### config.mk
export PLATFORM = sky130hd
export DESIGN_NAME = pll_lock_supervisor
export DESIGN_NICKNAME = d
export VERILOG_FILES = /design/src/rtl/pll_lock_supervisor.sv
export SDC_FILE = /design/constraint.sdc
export NUM_CORES = 1
export LEC_CHECK = 0
export ABC_CLOCK_PERIOD_IN_PS = 1800
export CELL_PAD_IN_SITES_DETAIL_PLACEMENT = 2
export CELL_PAD_IN_SITES_GLOBAL_PLACEMENT = 2
export CORE_AREA = 2 2 81 83
export CTS_BUF_LIST = sky130_fd_sc_hd__clkbuf_16
export DETAILED_ROUTE_END_ITERATION = 8
export DIE_AREA = 0 0 83 85
export PLACE_DENSITY = 0.75
export SETUP_SLACK_MARGIN = 0.5
export SLEW_MARGIN = 20
export SYNTH_ARGS = -nofsm -noshare
export SYNTH_HDL_FRONTEND = slang
export SYNTH_SLANG_ARGS = --single-unit
export TNS_END_PERCENT = 30
### constraint.sdc
create_clock -name CLKI -period 1.8 [get_ports CLKI]
set_clock_uncertainty 0.1 [all_clocks]
set_input_delay 0.27 -clock CLKI [delete_from_list [all_inputs] [get_ports CLKI]]
set_output_delay 0.27 -clock CLKI [all_outputs]
set_load 0.02 [all_outputs]
### src/rtl/pll_lock_supervisor.sv
// pll_lock_supervisor: qualifies PLL lock and drives PLL reset/relock; PLL_SUPERVISOR_RETRY_EN enables the acquisition timeout.
module pll_lock_supervisor #(
  parameter int RST_PULSE_CYCLES      = 50,
  parameter int LOCK_STABLE_CYCLES    = 50000,
  parameter int RELOCK_TIMEOUT_CYCLES = 500000,
  parameter int CNT_W                 = 20
) (
  input  logic       CLKI,
  input  logic       RST,
  input  logic       LOCK,
  input  logic       clear_count,
  output logic       PLL_RST,
  output logic       sys_rst,
  output logic       locked,
  output logic [7:0] lock_loss_count,
  output logic [7:0] retry_count
);
`ifdef PLL_SUPERVISOR_RETRY_EN
  localparam logic RETRY_EN = 1'b1;
`else
  localparam logic RETRY_EN = 1'b0;
`endif
  localparam logic [CNT_W-1:0] RST_LAST    = CNT_W'(RST_PULSE_CYCLES - 1);
  localparam logic [CNT_W-1:0] STABLE_LAST = CNT_W'(LOCK_STABLE_CYCLES - 1);
  localparam logic [CNT_W-1:0] TO_LAST     = CNT_W'(RELOCK_TIMEOUT_CYCLES - 1);
  typedef enum logic [1:0] {PLL_RESET, WAIT_LOCK, STABLE, RUN} state_t;
  state_t state, state_n;
  logic [CNT_W-1:0] cnt, cnt_n;
  logic lock_m, lock_s, loss_inc, retry_inc;
  function automatic logic [7:0] bump(input logic [7:0] c, input logic inc, input logic clr);
    return clr ? {7'd0, inc} : (inc && c != 8'hff) ? c + 8'd1 : c;
  endfunction
  always_ff @(posedge CLKI or posedge RST)
    if (RST) {lock_m, lock_s} <= 2'b00;
    else     {lock_m, lock_s} <= {LOCK, lock_m};
  always_comb begin
    state_n   = state;
    loss_inc  = 1'b0;
    retry_inc = 1'b0;
    case (state)
      PLL_RESET: if (cnt == RST_LAST) state_n = WAIT_LOCK;
      WAIT_LOCK:
        if (lock_s) state_n = STABLE;
        else if (RETRY_EN && cnt == TO_LAST) begin
          state_n   = PLL_RESET;
          retry_inc = 1'b1;
        end
      STABLE:
        if (!lock_s) state_n = WAIT_LOCK;
        else if (cnt == STABLE_LAST) state_n = RUN;
      RUN:
        if (!lock_s) begin
          state_n  = PLL_RESET;
          loss_inc = 1'b1;
        end
      default: state_n = PLL_RESET;
    endcase
    // counter restarts on every state entry; it idles at 0 in RUN and in an untimed WAIT_LOCK
    cnt_n = (state_n != state || state == RUN || (state == WAIT_LOCK && !RETRY_EN)) ? '0 : cnt + CNT_W'(1);
  end
  always_ff @(posedge CLKI or posedge RST)
    if (RST) begin
      state           <= PLL_RESET;
      cnt             <= '0;
      PLL_RST         <= 1'b1;
      sys_rst         <= 1'b1;
      locked          <= 1'b0;
      lock_loss_count <= 8'd0;
      retry_count     <= 8'd0;
    end else begin
      state           <= state_n;
      cnt             <= cnt_n;
      PLL_RST         <= state_n == PLL_RESET;
      sys_rst         <= state_n != RUN;
      locked          <= state_n == RUN;
      lock_loss_count <= bump(lock_loss_count, loss_inc, clear_count);
      retry_count     <= bump(retry_count, retry_inc, clear_count);
    end
endmodule

==> results of run 1 <==
[cell type report]
type                            instances  area (µm²)  share of cell area
Inverter                                4        15.0             0.00562
Multi-Input combinational cell        139        1050               0.392
Clock inverter                          3        12.5             0.00468
Timing Repair Buffer                   56         492               0.184
Tap cell                               77        96.3              0.0361
Clock buffer                            5         125              0.0468
Sequential cell                        35         885               0.331
[per-layer routing]
metal | up-vias | GRT usage
met5 | - | 0
met3 | 12 | 0.0340
li1 | 777 | -
met1 | 855 | 0.242
met2 | 24 | 0.333
met4 | 0 | 0.0551
[synth_stat cells (all sizes together), types with 2 or more instances]
cell type   n
nand2      13
a21oi      18
o21ai       9
nor2        3
nand2b      2
nand3      10
dfrtp      33
xor2        7
nor3        2
inv         4
nand3b      3
clkbuf      2
and3        3
nor2b       3
and4        3
a22oi       7
and2        2
or4         5
or3         9
buf        14
xnor2       5
ha          3
o31ai       3
nand4       6
nor4        4
dfstp       2
[through the flow]
step / TNS [ns] / utilization / power (W) / instances / setup WS (ns)
3_5_place_dp: -1.16 / 0.381 / 0.000858 / 309 / -0.141
3_3_place_gp: -0.0475 / 0.381 / 0.000857 / 309 / -0.0190
4_1_cts: -1.02 / 0.419 / 0.00168 / 319 / -0.0807
6_report: -0.739 / 0.431 / 0.00166 / 319 / -0.0696
5_1_grt: -2.78 / 0.431 / 0.00172 / 319 / -0.158
2_1_floorplan: 0 / - / 0.000848 / 194 / 0.0194
[sequential cells by signal (all words and copies together), names as in the netlist]
register,flops
cnt,20
lock_loss_count,8
state,2
PLL_RST,1
lock_m,1
lock_s,1
locked,1
sys_rst,1
[layout by cell type (no fill, tap or decap), types with 2 or more instances in the layout]
master and n:
buf_6 14, a22oi_2 7, a21oi_1 12, and4_1 3, nand3_2 3, buf_4 33, clkdlybuf4s50_1 3, buf_2 3
nor4_2 2, dfrtp_1 28, nor2_1 3, xnor2_1 5, ha_1 2, nand2_1 12, o21ai_0 8, o31ai_1 2
or4_4 3, dfrtp_2 5, dfstp_2 2, nand3_1 7, and2_1 2, clkbuf_16 5, nand4_1 6, nand2b_1 2
or4_1 2, nand3b_1 3, xor2_1 7, and3_1 3, a21oi_2 6, conb_1 8, or3_1 8, nor2b_1 3
inv_1 5
[cells by family after synthesis]
family                   Yosys count  synth area share
multiplexers                       1           0.00540
flip-flops                        35             0.474
AND/OR/NAND/NOR                   72             0.231
other                              1           0.00202
adder cells (fa/ha/maj)            3            0.0203
buffers and inverters             20            0.0635
AO/OA/AOI/OAI                     43             0.147
XOR/XNOR                          12            0.0567
[worst reg2reg max path, cell delays in order (launching register included)]
cell	delay, ns
dfrtp_1	0.35
buf_4	0.14
nand4_1	0.17
or4b_4	0.55
or3_1	0.34
a22oi_2	0.14
[how the worst min path moves through the flow]
stage,cells after the start,startpoint,endpoint
detailed placement,0,lock_m$_DFF_PP0_,lock_s$_DFF_PP0_
CTS,3,RST,state[0]$_DFF_PP0_
global route,0,lock_m$_DFF_PP0_,lock_s$_DFF_PP0_
finish,3,RST,state[0]$_DFF_PP0_
global placement,0,lock_m$_DFF_PP0_,lock_s$_DFF_PP0_
floorplan,0,LOCK,lock_m$_DFF_PP0_
[what timing repair did]
item / 4_1_cts / 5_1_grt
resized for setup: 74 / 15
hold buffers: 0 / 0
setup buffers: 2 / 0
endpoints found under the setup margin: 43 / 39
cloned: 0 / 0
pin swaps: 23 / 15
[power by group through the flow]
| stage | logic [W] | clock network [W] | registers, W |
|---|---|---|---|
| floorplan | 0.0000435 | 0 | 0.000805 |
| global placement | 0.0000524 | 0 | 0.000805 |
| detailed placement | 0.0000529 | 0 | 0.000805 |
| CTS | 0.0000547 | 0.000833 | 0.000791 |
| global route | 0.0000596 | 0.000865 | 0.000791 |
| finish | 0.0000549 | 0.000816 | 0.000791 |
==> flow_summary.json, run 1 <==
{
  "status": "complete, but fails checks",
  "violations": "negative setup slack",
  "placed_area_mm2": 0.00236,
  "place_hpwl_mm": 4.18,
  "vdd_ir_drop_max_uv": 372,
  "r2r_end": "cnt[17]$_DFF_PP0_",
  "ff2ff_setup_slack_ns": -0.07,
  "dr.pass1.iters": 4,
  "comb_power_share": 0.033,
  "p_clk_frac": 0.491,
  "met3_length_um": 142,
  "route.met2.wl_mm": 3.38,
  "p_int_w": 0.00131,
  "crit_path_end": "cnt[17]$_DFF_PP0_",
  "antenna_found_initial": 0,
  "crit_path_start_kind": "flop",
  "seqPwrFrac": 0.476,
  "yosysWarnings": 0,
  "avgViaCountPerCell": 5.23,
  "avgSynthCellArea_um2": 9.91,
  "initial_core_util": 0.299,
  "critPathCaptureType": "flop",
  "hold_slack_ns": 0.250,
  "drt-met1-wl_mm": 2.84,
  "rr_worst_depth": 5,
  "fin_ws_ns": -0.0696,
  "ys_ff_latch": 35,
  "io_buffers": 14,
  "cts-buffers-inserted": 5,
  "diodes": 0,
  "top_layer": "met4",
  "grt_start_max_net_pins": 36,
  "post_route_cells_drive_above_1_share": 0.405,
  "slew_violations": 0,
  "maxCapViolCount": 0,
  "cpPeakStageDelay_ns": 0.55,
  "synth_top_area_share": 0.446,
  "yosys.area.top_type": "dfrtp_1",
  "crit_type": "flop to flop",
  "drt.antenna.violating_nets": 0,
  "ios": 23,
  "final_nets": 248,
  "hp-class": "input pin to async pin",
  "ys_types": 40,
  "cp.depth": 5,
  "gr-usage-all-layers": 0.190,
  "switchingPower_w": 0.000358,
  "fillers": 647,
  "post-route-cell-area_mm2": 0.00267,
  "crit_start": "cnt[7]$_DFF_PP0_",
  "async_reset_ff_frac": 1.00,
  "netlist_top_cells_area": "dfrtp_1 (45%), a21oi_1 (4.9%), buf_4 (4.1%), xor2_1 (3.3%), or3_1 (3.0%)",
  "gp_congestion": 0.799,
  "globalRouteOverflowTotal": 0,
  "path_max_fanout": 5,
  "drtIter0Drc": 71,
  "coreArea_mm2": 0.00620,
  "die_x_um": 83,
  "crit_slowest_cell": "or4b_4",
  "syn_to_final_growth_pct": 44.2,
  "drc": 0,
  "path_buf_inv": 1,
  "grt_pass1_wl_mm": 10.4,
  "drt_wl_total_mm": 6.49,
  "post-route-period-util": 1.04,
  "finalCriticalPeriod_ns": 1.87,
  "synth_edf_count": 0,
  "max_freq_ghz": 0.535,
  "clk-insertion-delay-late_ns": 0.28,
  "hold_viol_final": 0,
  "swShare": 0.215,
  "required_ns": 1.90,
  "syn_area_mm2": 0.00185,
  "tritoncts": "built",
  "setup_viol": 21,
  "cts_sinks": 35,
  "rsz0062_at_grt": "true",
  "grt_pass1_vias": 1837,
  "cp_top_family": "simple AND/OR/NAND/NOR gates",
  "vias": 1668,
  "synth_top_flop_cell": "dfrtp_1",
  "root_buffer": "clkbuf_16",
  "clkTransAtPathRegs_ns": 0.06,
  "die_area_mm2": 0.00706,
  "reg2reg_from": "cnt[7]$_DFF_PP0_",
  "path_cells": "buf_4, nand4_1, or4b_4, or3_1, a22oi_2",
  "detail_route.wl_per_cell_um": 20.3,
  "p_leak_nw": 1.10,
  "worstPathArrival_ns": 1.97,
  "power_per_cell_area_mw_per_mm2": 622,
  "ys_seq_area_frac": 0.474,
  "clockBufferDepth": 2,
  "rows": 29,
  "syn_inst": 187,
  "htreeDepth": 2,
  "die_h_um": 85
}
Power figures use the tool's default switching activity.
==> run 2: changes to the inputs <==
- ABC_AREA: not set -> 1
- CORE_AREA: 2 2 81 83 -> 2 2 86 88
- DIE_AREA: 0 0 83 85 -> 0 0 88 90
- PLACE_DENSITY: 0.75 -> 0.76
==> run 2 against run 1 <==
Effect of this change:
- the run now ends clean
- die area grew 12%
- setup slack gained 0.080 ns
- non-clock buffer count fell by 29
- register-to-register slack improved by 0.08 ns
- via count up 4.4%
- synthesized cell count increased by 37%
==> flow_summary.json, run 2 <==
{
  "hp-class": "input pin to async pin",
  "grt_start_max_net_pins": 36,
  "syn_inst": 256,
  "finalCriticalPeriod_ns": 1.79,
  "die_area_mm2": 0.00792,
  "final_cell_mix": "nand2_1 (54), nor2_1 (47), dfrtp_1 (30)",
  "largest_register": "cnt",
  "drt-met1-wl_mm": 2.63,
  "gr-usage-all-layers": 0.169,
  "dr.pass1.iters": 4,
  "grt_pass1_vias": 1953,
  "multiInputGateArea_um2": 998,
  "htreeDepth": 2,
  "syn_to_final_growth_pct": 27.6,
  "cts-buffers-inserted": 5,
  "drc": 0,
  "critPathCaptureType": "flop",
  "post-route-period-util": 0.994,
  "yosysWarnings": 0,
  "hold_slack_ns": 0.235,
  "worstPathArrival_ns": 1.86,
  "grt_pass1_wl_mm": 10.1,
  "clockBufferDepth": 2,
  "status": "complete, no violations",
  "initial_core_util": 0.282,
  "largest_reg_flops": 20,
  "die_h_um": 90,
  "worst_pin_slew_ns": 0.523,
  "post_route_cells_drive_above_1_share": 0.219,
  "yosys.area.top_type": "dfrtp_1",
  "avgViaCountPerCell": 4.50,
  "globalRouteOverflowTotal": 0,
  "io_buffers": 14,
  "drt.antenna.violating_nets": 0,
  "maxCapViolCount": 0,
  "top_regs": "cnt (20), lock_loss_count (8), state (2)",
  "tritoncts": "built",
  "synth_top_area_share": 0.417,
  "drt_wl_total_mm": 6.34,
  "synth_edf_count": 0,
  "root_buffer": "clkbuf_16",
  "rows": 31,
  "ff2ff_setup_slack_ns": 0.01,
  "synth_commonest_cells": "nand2_1 (54), nor2_1 (53), dfrtp_1 (33)",
  "route.met2.wl_mm": 3.43,
  "coreArea_mm2": 0.00702,
  "avgSynthCellArea_um2": 7.74,
  "regArea_um2": 882,
  "ys_types": 25,
  "p_leak_nw": 1.12,
  "slew_violations": 0,
  "clkTransAtPathRegs_ns": 0.06,
  "hold_viol_final": 0,
  "netlist_top_cells_area": "dfrtp_1 (42%), nand2_1 (10%), nor2_1 (10%), xor2_1 (6.2%), inv_1 (5.7%)",
  "crit_path_start_kind": "flop",
  "syn_area_mm2": 0.00198,
  "required_ns": 1.87,
  "top_layer": "met4",
  "gp_congestion": 0.735,
  "crit_type": "flop to flop",
  "diodes": 0,
  "path_max_fanout": 5,
  "vias": 1741,
  "final_nets": 294,
  "ys_ff_latch": 35,
  "rsz0062_at_grt": "true",
  "detail_route.wl_per_cell_um": 16.4,
  "synth_top_flop_cell": "dfrtp_1",
  "vdd_ir_drop_max_uv": 268,
  "drtIter0Drc": 60,
  "max_freq_ghz": 0.559,
  "die_x_um": 88,
  "final_common_cell": "nand2_1",
  "antenna_found_initial": 0,
  "fillers": 816,
  "place_hpwl_mm": 4.21,
  "ys_seq_area_frac": 0.443,
  "clk-insertion-delay-late_ns": 0.28,
  "ios": 23,
  "met3_length_um": 127,
  "finalSetupTns_ns": 0,
  "async_reset_ff_frac": 1.00,
  "synthMostInstantiatedCell": "nand2_1",
  "power_per_cell_area_mw_per_mm2": 670,
  "cts_sinks": 35,
  "setup_viol": 0,
  "max_slew_margin": 0.648
}
run 2: critical path, cell delays in order, from the launching register on:
cell	delay, ns
dfrtp_1	0.40
inv_2	0.08
ha_4	0.13
inv_2	0.03
nor2_1	0.08
nand2_1	0.07
nor2_1	0.13
nand3_1	0.12
nand2_1	0.10
nand3_2	0.09
nand2_4	0.14
clkbuf_16	0.16
nor2_1	0.03
run 2: report_power, final:
group | internal [W] | total [W] | switching, W
clock | 0.000505 | 0.000844 | 0.000339
combinational | 0.0000144 | 0.0000578 | 0.0000434
sequential | 0.000790 | 0.000791 | 0.00000162
run 2: metrics by stage:
step           setup WS, ns  power [W]  area, µm²  utilization  instances
3_3_place_gp          0.148   0.000861       2280        0.325        374
3_5_place_dp        0.00274   0.000864       2280        0.325        374
5_1_grt             -0.0788    0.00175       2530        0.360        387
2_1_floorplan         0.297   0.000852       2020            -        263
6_report             0.0107    0.00169       2530        0.360        387
4_1_cts              0.0806    0.00172       2470        0.353        386
run 2: final cells by class:
type | instances | area share
Clock buffer | 5 | 0.0495
Clock inverter | 3 | 0.00644
Tap cell | 99 | 0.0490
Inverter | 31 | 0.0460
Multi-Input combinational cell | 187 | 0.395
Sequential cell | 35 | 0.349
Timing Repair Buffer | 27 | 0.105
run 2: what timing repair did:
item / in CTS / in global routing
hold buffers: 0 / 0
buffers inserted: 3 / 0
pin swaps: 2 / 3
endpoints found under the setup margin: 43 / 43
cloned: 1 / 1
gates resized for setup: 10 / 42
run 2: final timing paths:
kind                                        from                             end  cells past startpoint
min in group CLKI               lock_m$_DFF_PP0_                lock_s$_DFF_PP0_                      0
max in group asynchronous                    RST               sys_rst$_DFF_PP1_                      3
worst min register to register  lock_m$_DFF_PP0_                lock_s$_DFF_PP0_                      0
worst max register to register  cnt[1]$_DFF_PP0_                cnt[2]$_DFF_PP0_                     12
worst min-delay path                         RST  lock_loss_count[3]$_DFFE_PP0P_                      3
worst max-delay path            cnt[1]$_DFF_PP0_                cnt[2]$_DFF_PP0_                     12
run 2: routing by layer:
metal  vias to the layer above  GRT usage
met5                         -          0
met4                         0     0.0910
met3                         9     0.0275
met2                        28      0.297
met1                       870      0.190
li1                        834          -
run 2: cells by family (layout without fill, tap and decap cells):
group                      count (synthesis)  after routing  share of synthesized area
and+or+nand+nor                          149            149                      0.333
buffers and inverters                     41             66                      0.100
DFF                                       35             35                      0.443
xor gates and xnor gates                  18             18                     0.0796
AOI/OAI and AO/OA                          9              9                     0.0227
adders and majority gates                  3              3                     0.0190
other                                      1              8                    0.00189
==> run 3: changes to the inputs <==
- GPL_TIMING_DRIVEN: not set -> 0
- RECOVER_POWER: not set -> 25
==> run 3 against run 2 <==
Effect of this change:
- total power increased by 9.7%
- hold slack got worse by 0.034 ns
- sequential power about the same
- largest power group unchanged
==> flow_summary.json, run 3 (synthesized netlist as in run 2, its figures left out) <==
{
  "status": "complete, no violations",
  "fillers": 799,
  "comb_power_share": 0.034,
  "max_slew_margin": 0.433,
  "required_ns": 1.87,
  "crit_path_start_kind": "flop",
  "switchingPower_w": 0.000396,
  "cts-buffers-inserted": 5,
  "path_cells": "ha_4, nand3_2, inv_1, nand3_1, nand2_1, nand3_4, nand2_8, clkbuf_16, nor2_1",
  "hold_viol_final": 0,
  "final_cell_mix": "nand2_1 (52), nor2_1 (38), dfrtp_1 (29)",
  "grt_pass1_wl_mm": 9.25,
  "final_util": 0.373,
  "setup_viol": 0,
  "grt_start_max_net_pins": 33,
  "detail_route.wl_per_cell_um": 14.3,
  "fin_ws_ns": 0.0797,
  "diodes": 0,
  "root_buffer": "clkbuf_16",
  "cts_sinks": 35,
  "cp.depth": 9,
  "p_leak_nw": 1.14,
  "grt_pass1_vias": 1876,
  "crit_path_end": "cnt[13]$_DFF_PP0_",
  "htreeDepth": 2,
  "critPathCaptureType": "flop",
  "gr-usage-all-layers": 0.153,
  "die_x_um": 88,
  "die_h_um": 90,
  "drtIter0Drc": 40,
  "slew_violations": 0,
  "tritoncts": "built",
  "path_max_fanout": 5,
  "clk-insertion-delay-late_ns": 0.28,
  "coreArea_mm2": 0.00702,
  "rr_worst_depth": 9,
  "io_buffers": 14,
  "finalCriticalPeriod_ns": 1.72,
  "gp_congestion": 0.747,
  "clkTransAtPathRegs_ns": 0.06,
  "vias": 1717,
  "cp_top_family": "simple AND/OR/NAND/NOR gates",
  "place_hpwl_mm": 3.93,
  "ios": 23,
  "max_freq_ghz": 0.581,
  "regArea_um2": 883,
  "final_common_cell": "nand2_1",
  "r2r_end": "cnt[13]$_DFF_PP0_",
  "worst_pin_slew_ns": 0.851,
  "drc": 0,
  "crit_type": "flop to flop",
  "avgViaCountPerCell": 4.41,
  "clockBufferDepth": 2,
  "rows": 31,
  "dpl_worst_slack_ns": 0.0299,
  "swShare": 0.213,
  "ff2ff_setup_slack_ns": 0.08,
  "top_regs": "cnt (20), lock_loss_count (8), state (2)",
  "power_per_cell_area_mw_per_mm2": 709,
  "reg2reg_from": "cnt[0]$_DFF_PP0_",
  "globalRouteOverflowTotal": 0,
  "cpPeakStageDelay_ns": 0.44,
  "seqPwrFrac": 0.425,
  "largest_reg_flops": 20,
  "maxCapViolCount": 0,
  "final_nets": 296,
  "dr.pass1.iters": 6,
  "post_route_cells_drive_above_1_share": 0.272,
  "path_buf_inv": 2,
  "drt.antenna.violating_nets": 0,
  "multiInputGateArea_mm2": 0.00108,
  "die_area_mm2": 0.00792,
  "initial_core_util": 0.282,
  "hold_slack_ns": 0.201,
  "vdd_ir_drop_max_uv": 287,
  "p_int_w": 0.00146,
  "largest_register": "cnt",
  "worstPathArrival_ns": 1.79,
  "drt_wl_total_mm": 5.56,
  "post-route-period-util": 0.956,
  "p_clk_frac": 0.541,
  "crit_slowest_cell": "dfrtp_2",
  "rsz0062_at_grt": "true",
  "syn_to_final_growth_pct": 32.3,
  "hp-class": "input pin to async pin",
  "crit_start": "cnt[0]$_DFF_PP0_",
  "cts_hold_buffers": 0,
  "antenna_found_initial": 0
}
## run 3: layer usage
metal | share of wire | vias to the layer above | GRT usage
li1 | - | 841 | -
met1 | 0.44 | 849 | 0.180
met2 | 0.52 | 21 | 0.273
met3 | 0.025 | 6 | 0.0275
met4 | 0.015 | 0 | 0.0500
met5 | 0 | - | 0
## run 3: power by group through the flow
| stage | Clock [W] | Sequential (W) | Combinational [W] |
|---|---|---|---|
| 2_1_floorplan | 0 | 0.000804 | 0.0000474 |
| 3_3_place_gp | 0 | 0.000804 | 0.0000636 |
| 3_5_place_dp | 0 | 0.000805 | 0.0000701 |
| 4_1_cts | 0.00102 | 0.000790 | 0.0000701 |
| 5_1_grt | 0.00105 | 0.000791 | 0.0000703 |
| 6_report | 0.00100 | 0.000791 | 0.0000632 |
## run 3: stage by stage
stage	power, W	TNS, ns	cells	area, µm²
2_1_floorplan	0.000852	0	263	2020
3_3_place_gp	0.000868	-8.19	376	2280
3_5_place_dp	0.000875	0	377	2300
4_1_cts	0.00188	0	388	2550
5_1_grt	0.00192	-1.15	389	2620
6_report	0.00186	0	389	2620
## run 3: repair_timing
item	4_1_cts	5_1_grt
pin swaps	1	5
gates cloned	1	1
setup buffers	2	0
gates resized for setup	16	53
endpoints found under the hold margin	0	0
endpoints found under the setup margin	43	43
## run 3: cell type report
cell class,instances,area share
plain buffers,10,0.0344
clock buffers,5,0.0477
clock inverters,3,0.0167
inverters,31,0.0444
multi-input cells,187,0.411
flip-flops and latches,35,0.337
well taps,99,0.0473
repair buffers,19,0.0616
## run 3: worst min path at each step
stage                      from                        endpoint  slack [ns]  cells after the start
2_1_floorplan              LOCK                lock_m$_DFF_PP0_        0.20                      0
4_1_cts                     RST  lock_loss_count[3]$_DFFE_PP0P_        0.07                      2
6_report                    RST  lock_loss_count[3]$_DFFE_PP0P_        0.20                      2
3_5_place_dp   lock_m$_DFF_PP0_                lock_s$_DFF_PP0_        0.26                      0
5_1_grt                     RST  lock_loss_count[3]$_DFFE_PP0P_        0.22                      2
3_3_place_gp   lock_m$_DFF_PP0_                lock_s$_DFF_PP0_        0.23                      0
